<file path="config.mk">
export PLATFORM = sky130hd
export DESIGN_NAME = bridge
export DESIGN_NICKNAME = d
export VERILOG_FILES = /design/src/rtl/bridge_pkg.sv /design/src/rtl/bridge_timer.sv /design/src/rtl/bridge.sv
export SDC_FILE = /design/constraint.sdc
export NUM_CORES = 1
export LEC_CHECK = 0
export ABC_AREA = 1
export BUFFER_PORTS_ARGS = -buffer_cell sky130_fd_sc_hd__buf_2
export CAP_MARGIN = 5
export CORE_MARGIN = 4
export CORE_UTILIZATION = 40
export DETAILED_ROUTE_END_ITERATION = 12
export SYNTH_ARGS = -nofsm -noshare
export SYNTH_HDL_FRONTEND = slang
export SYNTH_SLANG_ARGS = --single-unit
</file>
<file path="constraint.sdc">
create_clock -name clk -period 2.14 [get_ports clk]
set_input_delay 0.321 -clock clk [delete_from_list [all_inputs] [get_ports clk]]
set_output_delay 0.321 -clock clk [all_outputs]
set_load 0.02 [all_outputs]
</file>
<file path="src/rtl/bridge_pkg.sv">
// Shared definitions for the system bridge: memory access encodings,
// exception codes, timer register offsets and timer FSM state encoding.
package bridge_pkg;

   localparam int MEM_MODE_LEN = 2;
   localparam logic [MEM_MODE_LEN-1:0] MEM_MODE_NONE  = 2'd0;
   localparam logic [MEM_MODE_LEN-1:0] MEM_MODE_READ  = 2'd1;
   localparam logic [MEM_MODE_LEN-1:0] MEM_MODE_WRITE = 2'd2;

   localparam int MEM_TYPE_LEN = 2;
   localparam logic [MEM_TYPE_LEN-1:0] MEM_TYPE_BYTE = 2'd0;
   localparam logic [MEM_TYPE_LEN-1:0] MEM_TYPE_HALF = 2'd1;
   localparam logic [MEM_TYPE_LEN-1:0] MEM_TYPE_WORD = 2'd2;

   localparam int EXC_CODE_LEN = 5;
   localparam logic [EXC_CODE_LEN-1:0] EXC_CODE_NONE = 5'd0;
   localparam logic [EXC_CODE_LEN-1:0] EXC_CODE_ADEL = 5'd4;
   localparam logic [EXC_CODE_LEN-1:0] EXC_CODE_ADES = 5'd5;

   // Byte offsets of the timer registers inside a 16-byte block
   localparam logic [3:0] TIMER_CTRL_OFF   = 4'h0;
   localparam logic [3:0] TIMER_PRESET_OFF = 4'h4;
   localparam logic [3:0] TIMER_COUNT_OFF  = 4'h8;

   // Word selects derived from the byte offsets (addr[3:2])
   localparam logic [1:0] TIMER_SEL_CTRL   = TIMER_CTRL_OFF[3:2];
   localparam logic [1:0] TIMER_SEL_PRESET = TIMER_PRESET_OFF[3:2];
   localparam logic [1:0] TIMER_SEL_COUNT  = TIMER_COUNT_OFF[3:2];

   typedef enum logic [1:0] {
      TIMER_ST_IDLE = 2'd0,
      TIMER_ST_LOAD = 2'd1,
      TIMER_ST_CNT  = 2'd2,
      TIMER_ST_INT  = 2'd3
   } timer_state_e;

   // CTRL keeps only four bits; the rest of the word reads as zero
   function automatic logic [31:0] timer_ctrl_word(input logic [3:0] ctrl);
      return {28'd0, ctrl};
   endfunction

endpackage

</file>
<file path="src/rtl/bridge_timer.sv">
// One memory-mapped timer: CTRL/PRESET/COUNT registers, countdown FSM and
// interrupt flag. Register writes take priority over the FSM on the same edge.
module timer
   import bridge_pkg::*;
(
   input  logic        clk,
   input  logic        reset,
   input  logic        we,
   input  logic [1:0]  reg_sel,
   input  logic [31:0] write_data,
   output logic [31:0] read_data,
   output logic        irq
);

   logic [3:0]   ctrl_q, ctrl_d;
   logic [31:0]  preset_q, preset_d;
   logic [31:0]  count_q, count_d;
   logic         flag_q, flag_d;
   timer_state_e state_q, state_d;

   logic wr_cfg;
   logic auto_reload;

   assign wr_cfg      = we && ((reg_sel == TIMER_SEL_CTRL) || (reg_sel == TIMER_SEL_PRESET));
   assign auto_reload = (ctrl_q[2:1] == 2'b01);
   assign irq         = flag_q & ctrl_q[3];

   // Next-state: a CTRL/PRESET write restarts the timer, otherwise run the FSM
   always_comb begin
      ctrl_d   = ctrl_q;
      preset_d = preset_q;
      count_d  = count_q;
      flag_d   = flag_q;
      state_d  = state_q;
      if (wr_cfg) begin
         if (reg_sel == TIMER_SEL_CTRL) begin
            ctrl_d = write_data[3:0];
         end else begin
            preset_d = write_data;
         end
         state_d = TIMER_ST_IDLE;
         flag_d  = 1'b0;
      end else begin
         unique case (state_q)
            TIMER_ST_IDLE: begin
               if (ctrl_q[0]) state_d = TIMER_ST_LOAD;
            end
            TIMER_ST_LOAD: begin
               count_d = preset_q;
               state_d = TIMER_ST_CNT;
            end
            TIMER_ST_CNT: begin
               if (!ctrl_q[0]) begin
                  state_d = TIMER_ST_IDLE;
               end else if (count_q > 32'd1) begin
                  count_d = count_q - 32'd1;
               end else begin
                  // Expiry; a PRESET of 0 lands here too and behaves like 1
                  count_d = 32'd0;
                  flag_d  = 1'b1;
                  if (auto_reload) begin
                     state_d = TIMER_ST_INT;
                  end else begin
                     ctrl_d[0] = 1'b0;
                     state_d   = TIMER_ST_IDLE;
                  end
               end
            end
            TIMER_ST_INT: begin
               flag_d  = 1'b0;
               state_d = TIMER_ST_LOAD;
            end
            default: state_d = TIMER_ST_IDLE;
         endcase
      end
   end

   // Register all timer state; async active-low reset clears everything
   always_ff @(posedge clk or negedge reset) begin
      if (!reset) begin
         ctrl_q   <= 4'd0;
         preset_q <= 32'd0;
         count_q  <= 32'd0;
         flag_q   <= 1'b0;
         state_q  <= TIMER_ST_IDLE;
      end else begin
         ctrl_q   <= ctrl_d;
         preset_q <= preset_d;
         count_q  <= count_d;
         flag_q   <= flag_d;
         state_q  <= state_d;
      end
   end

   // Register read mux; select 3 is unmapped and reads zero
   always_comb begin
      read_data = 32'd0;
      unique case (reg_sel)
         TIMER_SEL_CTRL:   read_data = timer_ctrl_word(ctrl_q);
         TIMER_SEL_PRESET: read_data = preset_q;
         TIMER_SEL_COUNT:  read_data = count_q;
         default:          read_data = 32'd0;
      endcase
   end

endmodule

</file>
<file path="src/rtl/bridge.sv">
// System bridge behind the memory stage: address decode, combinational
// exception and read path, and two timers whose irqs go to CP0.
// The access-size port is called mem_type because "type" is a reserved word.
module bridge
   import bridge_pkg::*;
#(
   parameter logic [31:0] TIMER0_BASE = 32'h0000_7f00,
   parameter logic [31:0] TIMER1_BASE = 32'h0000_7f10
) (
   input  logic                    clk,
   input  logic                    reset,
   input  logic [31:0]             addr,
   input  logic [31:0]             write_data,
   input  logic [MEM_TYPE_LEN-1:0] mem_type,
   input  logic [MEM_MODE_LEN-1:0] mode,
   input  logic                    int_req,
   output logic [31:0]             read_data,
   output logic [EXC_CODE_LEN-1:0] exc,
   output logic [1:0]              irq
);

   logic [1:0]  reg_sel;
   logic        hit0, hit1, mapped;
   logic        commit;
   logic [31:0] rd0, rd1;
   logic [1:0]  unused_addr;

   // Byte-lane bits do not take part in decode
   assign unused_addr = addr[1:0];

   assign reg_sel = addr[3:2];
   assign hit0    = (addr[31:4] == TIMER0_BASE[31:4]);
   assign hit1    = (addr[31:4] == TIMER1_BASE[31:4]);
   assign mapped  = (hit0 || hit1) && (reg_sel != 2'b11);

   // Classify the access: bad address or non-word size faults, COUNT is read-only
   always_comb begin
      exc = EXC_CODE_NONE;
      unique case (mode)
         MEM_MODE_READ: begin
            if (!mapped || (mem_type != MEM_TYPE_WORD)) exc = EXC_CODE_ADEL;
         end
         MEM_MODE_WRITE: begin
            if (!mapped || (mem_type != MEM_TYPE_WORD) || (reg_sel == TIMER_SEL_COUNT))
               exc = EXC_CODE_ADES;
         end
         default: exc = EXC_CODE_NONE;
      endcase
   end

   // Return the selected register only for a clean read
   always_comb begin
      read_data = 32'd0;
      if ((mode == MEM_MODE_READ) && (exc == EXC_CODE_NONE)) begin
         read_data = hit0 ? rd0 : rd1;
      end
   end

   // A pending interrupt/exception cancels the store
   assign commit = (mode == MEM_MODE_WRITE) && (exc == EXC_CODE_NONE) && !int_req;

   timer u_timer0 (
      .clk        (clk),
      .reset      (reset),
      .we         (commit && hit0),
      .reg_sel    (reg_sel),
      .write_data (write_data),
      .read_data  (rd0),
      .irq        (irq[0])
   );

   timer u_timer1 (
      .clk        (clk),
      .reset      (reset),
      .we         (commit && hit1),
      .reg_sel    (reg_sel),
      .write_data (write_data),
      .read_data  (rd1),
      .irq        (irq[1])
   );

endmodule

</file>
### Word level (Yosys, flattened, before mapping)

Index checks and enable logic that the tools add are counted.

* add/subtract/negate cells: 2
* $mul: 0
* div/mod/pow operators: 0
* $lt $le $gt $ge: 2
* equal/unequal tests: 28
* shift-type cells: 0
* multiplexer cells: 45
* bitwise logic cells: 5
* reduce and logical (&&, ||, !) cells: 36

Operators with widths (count)
* $mux W32: 6
* $pmux W32 S3: 2
* $pmux W32 S2: 2
* $gt A32 B1 Y1 const B: 2
* $sub A32 B1 Y32 const B: 2
* $eq A28 B11 Y1 const B: 2
* $mux W2: 10
* $mux W1: 18
* $pmux W2 S4: 2
* $reduce_and A2 Y1: 8
* $eq A2 B1 Y1 const B: 6
* $eq A2 B2 Y1 const B: 6
* $ne A3 B1 Y1 const B: 4
* $reduce_and A3 Y1: 4
* $pmux W5 S2: 1
* $logic_and A1 B1 Y1: 8
* $ne A2 B2 Y1 const B: 4
* $ne A4 B4 Y1 const B: 2
* $reduce_bool A2 Y1: 4
* $logic_not A2 Y1: 3
* $mux W3: 2
* $ne A3 B2 Y1 const B: 2
* $reduce_bool A3 Y1: 2
* $logic_not A5 Y1: 1
* 6 further kinds: 15

* bits in registers: 142
* latch bits: 0
* memory bits (writable): 0
* ROM bits: 0
* input port bits: 71
* output and inout bits: 39
* logic and storage cells: 130
* memories kept: 0

### Depth between registers and ports, before layout

* depth after elaboration: 15
* mapped depth: 16
* mapped depth without buffers: 15

### Modules after synthesis

A second synthesis with hierarchy kept.

* cells, all modules: 1367
* area total of the unflattened synthesis: 10049.6 um^2

Modules (own cells, without submodules)
* timer (u_timer1): instances 1, cells each 617, area each 4643.2 um^2, sequential area each 1776.7 um^2
* timer (u_timer0): instances 1, cells each 606, area each 4484.3 um^2, sequential area each 1776.7 um^2
* bridge: instances 1, cells each 144, area each 922.1 um^2, sequential area each 0.0 um^2

### Worst setup path after synthesis

Ideal clock, no wire load.

* path kind: input to output
* from: in addr[16]
* to: out read_data[21]
* data arrival time: 1.953 ns
* required time: 1.819 ns
* slack: -0.134 ns
* cell stages on the path: 13
* path buffers: 1
* path through: inv_1 > nand2_1 > nor2_1 > nand2_1 > nor2_1 > nand2_2 > nand2_1 > nand3_1 > nand2_2 > o21a_4 > nand2_1 > clkbuf_1 > nor3_1

* word-level cells in the longest chain between the ends: 11
* elaborated cells between the ends (all ways): 14
* classes of those cells: 2 x eq/ne; 5 x mux; 7 x reduce/logical

Ends and longest elaborated chain
* from (decl): RTL line bridge.sv:12 `input logic [31:0] addr,`
* $eq A28 B11 Y1, on equally long branches: RTL line bridge.sv:32, bridge.sv:33
* $logic_or A1 B1 Y1: RTL line bridge.sv:34 `assign mapped = (hit0 || hit1) && (reg_sel != 2'b11);`
* $logic_and A1 B1 Y1: RTL line bridge.sv:34
* $logic_not A1 Y1: RTL line bridge.sv:41, bridge.sv:44
* $logic_or A1 B1 Y1: RTL line bridge.sv:41, bridge.sv:44
* $logic_or A1 B1 Y1: RTL line bridge.sv:44 `if (!mapped || (mem_type != MEM_TYPE_WORD) || (reg_sel == TIMER_SEL_COUNT))`
* $mux W3: RTL line bridge.sv:44
* $pmux W5 S2: RTL line bridge.sv:39 `unique case (mode)`
* $logic_not A5 Y1: RTL line bridge.sv:54 `if ((mode == MEM_MODE_READ) && (exc == EXC_CODE_NONE)) begin`
* $logic_and A1 B1 Y1: RTL line bridge.sv:54
* $mux W32 (*): RTL line bridge.sv:54
* to (decl): RTL line bridge.sv:17 `output logic [31:0] read_data,`

Every way passes the cells marked *; elsewhere a longest branch is shown, timed or not.

### Final worst setup path

* from: in addr[19]
* to: out read_data[23]

Same word-level chain as after synthesis.

==> flow_metrics.env <==
export IMPL_timing_critical_path_cells="buf_2, inv_2, nand2_2, nor2_4, nand2_2, nor2_2, nand2_2, nand2_2, nand3_2, nand2_2, o21a_4, nand2_8, buf_12, buf_6, nor3_4, buf_6"
export IMPL_worst_path_largest_cell_delay_ps=220
export IMPL_post_drt_via_cell_ratio=5.54
export IMPL_portBuffers=104
export IMPL_place_ws_ps=-294
export IMPL_worstHoldEndpoint="u_timer1.preset_q[19]$_DFFE_PN0P_"
export IMPL_h_tree_depth=4
export IMPL_critical_path_n_buffers_inverters=5
export IMPL_maxSlewHeadroom=0.602
export IMPL_overflow=0
export IMPL_min_delay_path_depth=3
export IMPL_drt_pre_antenna_iters=6
export IMPL_floorplan_initialDensity=0.404
export IMPL_route_vias_total=10300
export IMPL_worst_path_required_time_ps=1820
export IMPL_power_report_internal_total_w=0.00459
export IMPL_finalWeightedCongestion=0.932
export IMPL_critical_path_slowest_cell="sky130_fd_sc_hd__nor3_4"
export IMPL_maxSlewViolCount=0
export IMPL_yosys_top_cells_count="342 x sky130_fd_sc_hd__nand2_1, 144 x sky130_fd_sc_hd__inv_1, 142 x sky130_fd_sc_hd__dfrtp_1, 130 x sky130_fd_sc_hd__nor2_1, 76 x sky130_fd_sc_hd__nand4_1"
export IMPL_synth_top_cell_area_share=0.375
export IMPL_timing_hold_violations_final=0
export IMPL_antenna_cells=0
export IMPL_n_fill_cell=2222
export IMPL_nNetsFinal=1604
export IMPL_floorplan_die_height_um=162
export IMPL_worst_setup_path_end_kind="output port"
export IMPL_worst_r2r_path_depth=14
export IMPL_irDropWorstVdd_uv=385
export IMPL_share_of_power_burned_in_registers=0.433
export IMPL_grt_pass1_wl_um=53500
export IMPL_drv_cap=0
export IMPL_groute_usage_overall=0.257
export IMPL_wire_per_inst_um=18.8
export IMPL_yosys_most_used_dff="sky130_fd_sc_hd__dfrtp_1"
export IMPL_netlist_area_um2=9460
export IMPL_edff_count_synth=0
export IMPL_io_pin_count=110
export IMPL_result_of_the_run="complete, but fails checks"
export IMPL_clock_latency_ps=440
export IMPL_cp_top_family="simple AND/OR/NAND/NOR gates"
export IMPL_fmax_mhz=419
export IMPL_worst_setup_skew_after_layout_ps=9.06
export IMPL_synth_distinct_cells=41
export IMPL_min_path_type="in2reg"
export IMPL_proportion_of_power_drawn_by_combinational_gates=0.107
export IMPL_crit_fanout=6
export IMPL_clock_root_buffer="sky130_fd_sc_hd__clkbuf_16"
export IMPL_synth_yosys_seq_area_share=0.375
export IMPL_dpl_instance_area_um2=11300
export IMPL_final_setup_worst_slack_ps=-246
export IMPL_std_cell_rows=56
export IMPL_setup_viol=32
export IMPL_static_leakage_power_nw=5.75
export IMPL_cts_tree="built"
export IMPL_worst_slew_pin_transition_ps=594
export IMPL_max_clock_path_buffers=2
export IMPL_swShare=0.265
export IMPL_syn_instance_count=1308
export IMPL_min_period_ps=2390
export IMPL_post_route_cell_area_um2=13000
export IMPL_criticalPathCategory="in2out"
export IMPL_route_antenna_remaining_nets=0
export IMPL_power_density_nw_per_um2=481
export IMPL_setup_total_negative_slack_ps=-5670
export IMPL_worstSetupStartpointType="input port"
export IMPL_worstHoldStart="write_data[19]"
export IMPL_r2r_start="u_timer1.count_q[28]$_DFFE_PN0P_"
export IMPL_cts_made_buffers=17
export IMPL_drcViolationCount=0
export IMPL_rsz_0062_raised_after_global_routing="true"
export IMPL_layout_drive_gt1_share=0.286
export IMPL_fp_coreArea_um2=23400
export IMPL_clock_sinks=142
export IMPL_clkTransAtPathRegs_ps=60
export IMPL_switching_component_of_the_power_w=0.00166
export IMPL_synth_async_reset_ratio=1.00
export IMPL_worst_path_most_repeated_cell="sky130_fd_sc_hd__nand2_2"
export IMPL_ys_warn_count=0
export IMPL_detail_route_wirelength_um=34700
export IMPL_synth_most_common_cell="sky130_fd_sc_hd__nand2_1"
export IMPL_critical_path_arrival_ps=2060
export IMPL_dieWidth_um=162
export IMPL_synth_top_area_cell="sky130_fd_sc_hd__dfrtp_1"
export IMPL_antenna_violations_before_repair=0
export IMPL_grt_max_degree=54
export IMPL_final_period_utilization=1.11
export IMPL_failed_checks="negative setup slack"
export IMPL_netlist_top_cells_area="sky130_fd_sc_hd__dfrtp_1 38%, sky130_fd_sc_hd__nand2_1 14%, sky130_fd_sc_hd__inv_1 5.7%, sky130_fd_sc_hd__nor2_1 5.2%, sky130_fd_sc_hd__nand4_1 5.0%"
export IMPL_regToRegSetupSlack_ps=100
export IMPL_post_dp_hpwl_um=25200
export IMPL_synthesis_area_per_instance_um2=7.24
export IMPL_initial_drc_count=873
export IMPL_die_area_um2=26200
export IMPL_first_global_vias=9737
export IMPL_power_clock_fraction=0.460
export IMPL_ys_seq_elements=142
export IMPL_worstReg2RegEnd="u_timer1.count_q[29]$_DFFE_PN0P_"
export IMPL_area_delta_synth_final_pct=37.2
[routing by layer]
layer	vias up	global-route usage	part of all wire
met2	459	0.406	0.46
met5	-	0	0
met4	0	0.0880	0.027
met1	4900	0.358	0.44
met3	60	0.0477	0.071
li1	4837	-	-
[cell type report]
| cell class | count | area, um^2 | share of cell area |
|---|---|---|---|
| multi-input cells | 938 | 5600 | 0.431 |
| flip-flops and latches | 142 | 3560 | 0.274 |
| repair buffers | 272 | 2310 | 0.178 |
| clock inverters | 12 | 116 | 0.00896 |
| inverters | 148 | 562 | 0.0433 |
| well taps | 319 | 399 | 0.0307 |
| clock buffers | 19 | 443 | 0.0341 |
[tightest hold or removal path, stage by stage]
cell	delay, ps
sky130_fd_sc_hd__buf_2	110
sky130_fd_sc_hd__nand2_1	50
sky130_fd_sc_hd__o21ai_0	60
[registers in the layout (all words and copies together), names as in the netlist]
register and cells:
u_timer1.state_q 2, u_timer0.flag_q 1, u_timer1.flag_q 1, u_timer1.count_q 32, u_timer0.state_q 2, u_timer1.preset_q 32, u_timer0.ctrl_q 4, u_timer1.ctrl_q 4
u_timer0.preset_q 32, u_timer0.count_q 32
[cell families (layout without fill, tap and decap cells)]
group,Yosys count,count (layout),share of synthesized area
other cells,1,3,0.000396
xor+xnor,52,52,0.0481
flops,142,142,0.375
fa+ha+maj,14,14,0.0185
simple gates,646,646,0.300
compound gates,223,223,0.153
buf+inv,230,451,0.105
[worst max-delay path by stage]
stage	to	cells past startpoint	slack [ps]	startpoint
global route	read_data[23]	16	-390	addr[16]
CTS	read_data[20]	16	-160	addr[20]
detailed placement	read_data[4]	15	-290	addr[10]
floorplan	read_data[21]	13	-130	addr[16]
global placement	read_data[4]	16	-270	addr[20]
finish	read_data[23]	16	-250	addr[19]
[what timing repair did]
action                                  in CTS  in global routing
resized for setup                          115                111
cloned                                       2                  1
pin swaps                                    8                 26
endpoints found under the hold margin       43                  0
hold buffers                                 1                  0
buffers inserted                            12                  9
endpoints found under the setup margin      49                 85
[layout by cell type, fill, tap and decap left out, types with 22 or more instances in the layout]
cell type                  count
sky130_fd_sc_hd__a221oi_1     30
sky130_fd_sc_hd__a221oi_2     23
sky130_fd_sc_hd__buf_2        65
sky130_fd_sc_hd__buf_4       148
sky130_fd_sc_hd__buf_6        35
sky130_fd_sc_hd__dfrtp_1     140
sky130_fd_sc_hd__inv_1       128
sky130_fd_sc_hd__nand2_1     330
sky130_fd_sc_hd__nand3_1      33
sky130_fd_sc_hd__nand4_1      76
sky130_fd_sc_hd__nor2_1      112
sky130_fd_sc_hd__nor3_4       22
sky130_fd_sc_hd__o21ai_0      46
sky130_fd_sc_hd__o21ai_1      39
sky130_fd_sc_hd__o22ai_1      64
sky130_fd_sc_hd__xor2_1       39
[power groups by stage]
stage | sequential [W] | clock, W | combinational, W
floorplan | 0.00276 | 0 | 0.000210
global placement | 0.00275 | 0 | 0.000515
detailed placement | 0.00275 | 0 | 0.000517
CTS | 0.00270 | 0.00290 | 0.000602
global route | 0.00271 | 0.00300 | 0.000716
finish | 0.00271 | 0.00287 | 0.000671
[through the flow]
| stage | utilization | cells | power (W) | hold WS [ps] |
|---|---|---|---|---|
| after global placement | 0.482 | 1797 | 0.00327 | 309 |
| after CTS | 0.531 | 1842 | 0.00621 | 126 |
| final | 0.555 | 1850 | 0.00625 | 136 |
| after detailed placement | 0.482 | 1797 | 0.00327 | 308 |
| after global routing | 0.555 | 1850 | 0.00642 | 146 |
| after floorplan | - | 1310 | 0.00297 | 25.4 |
(Power assumes the default switching activity.)
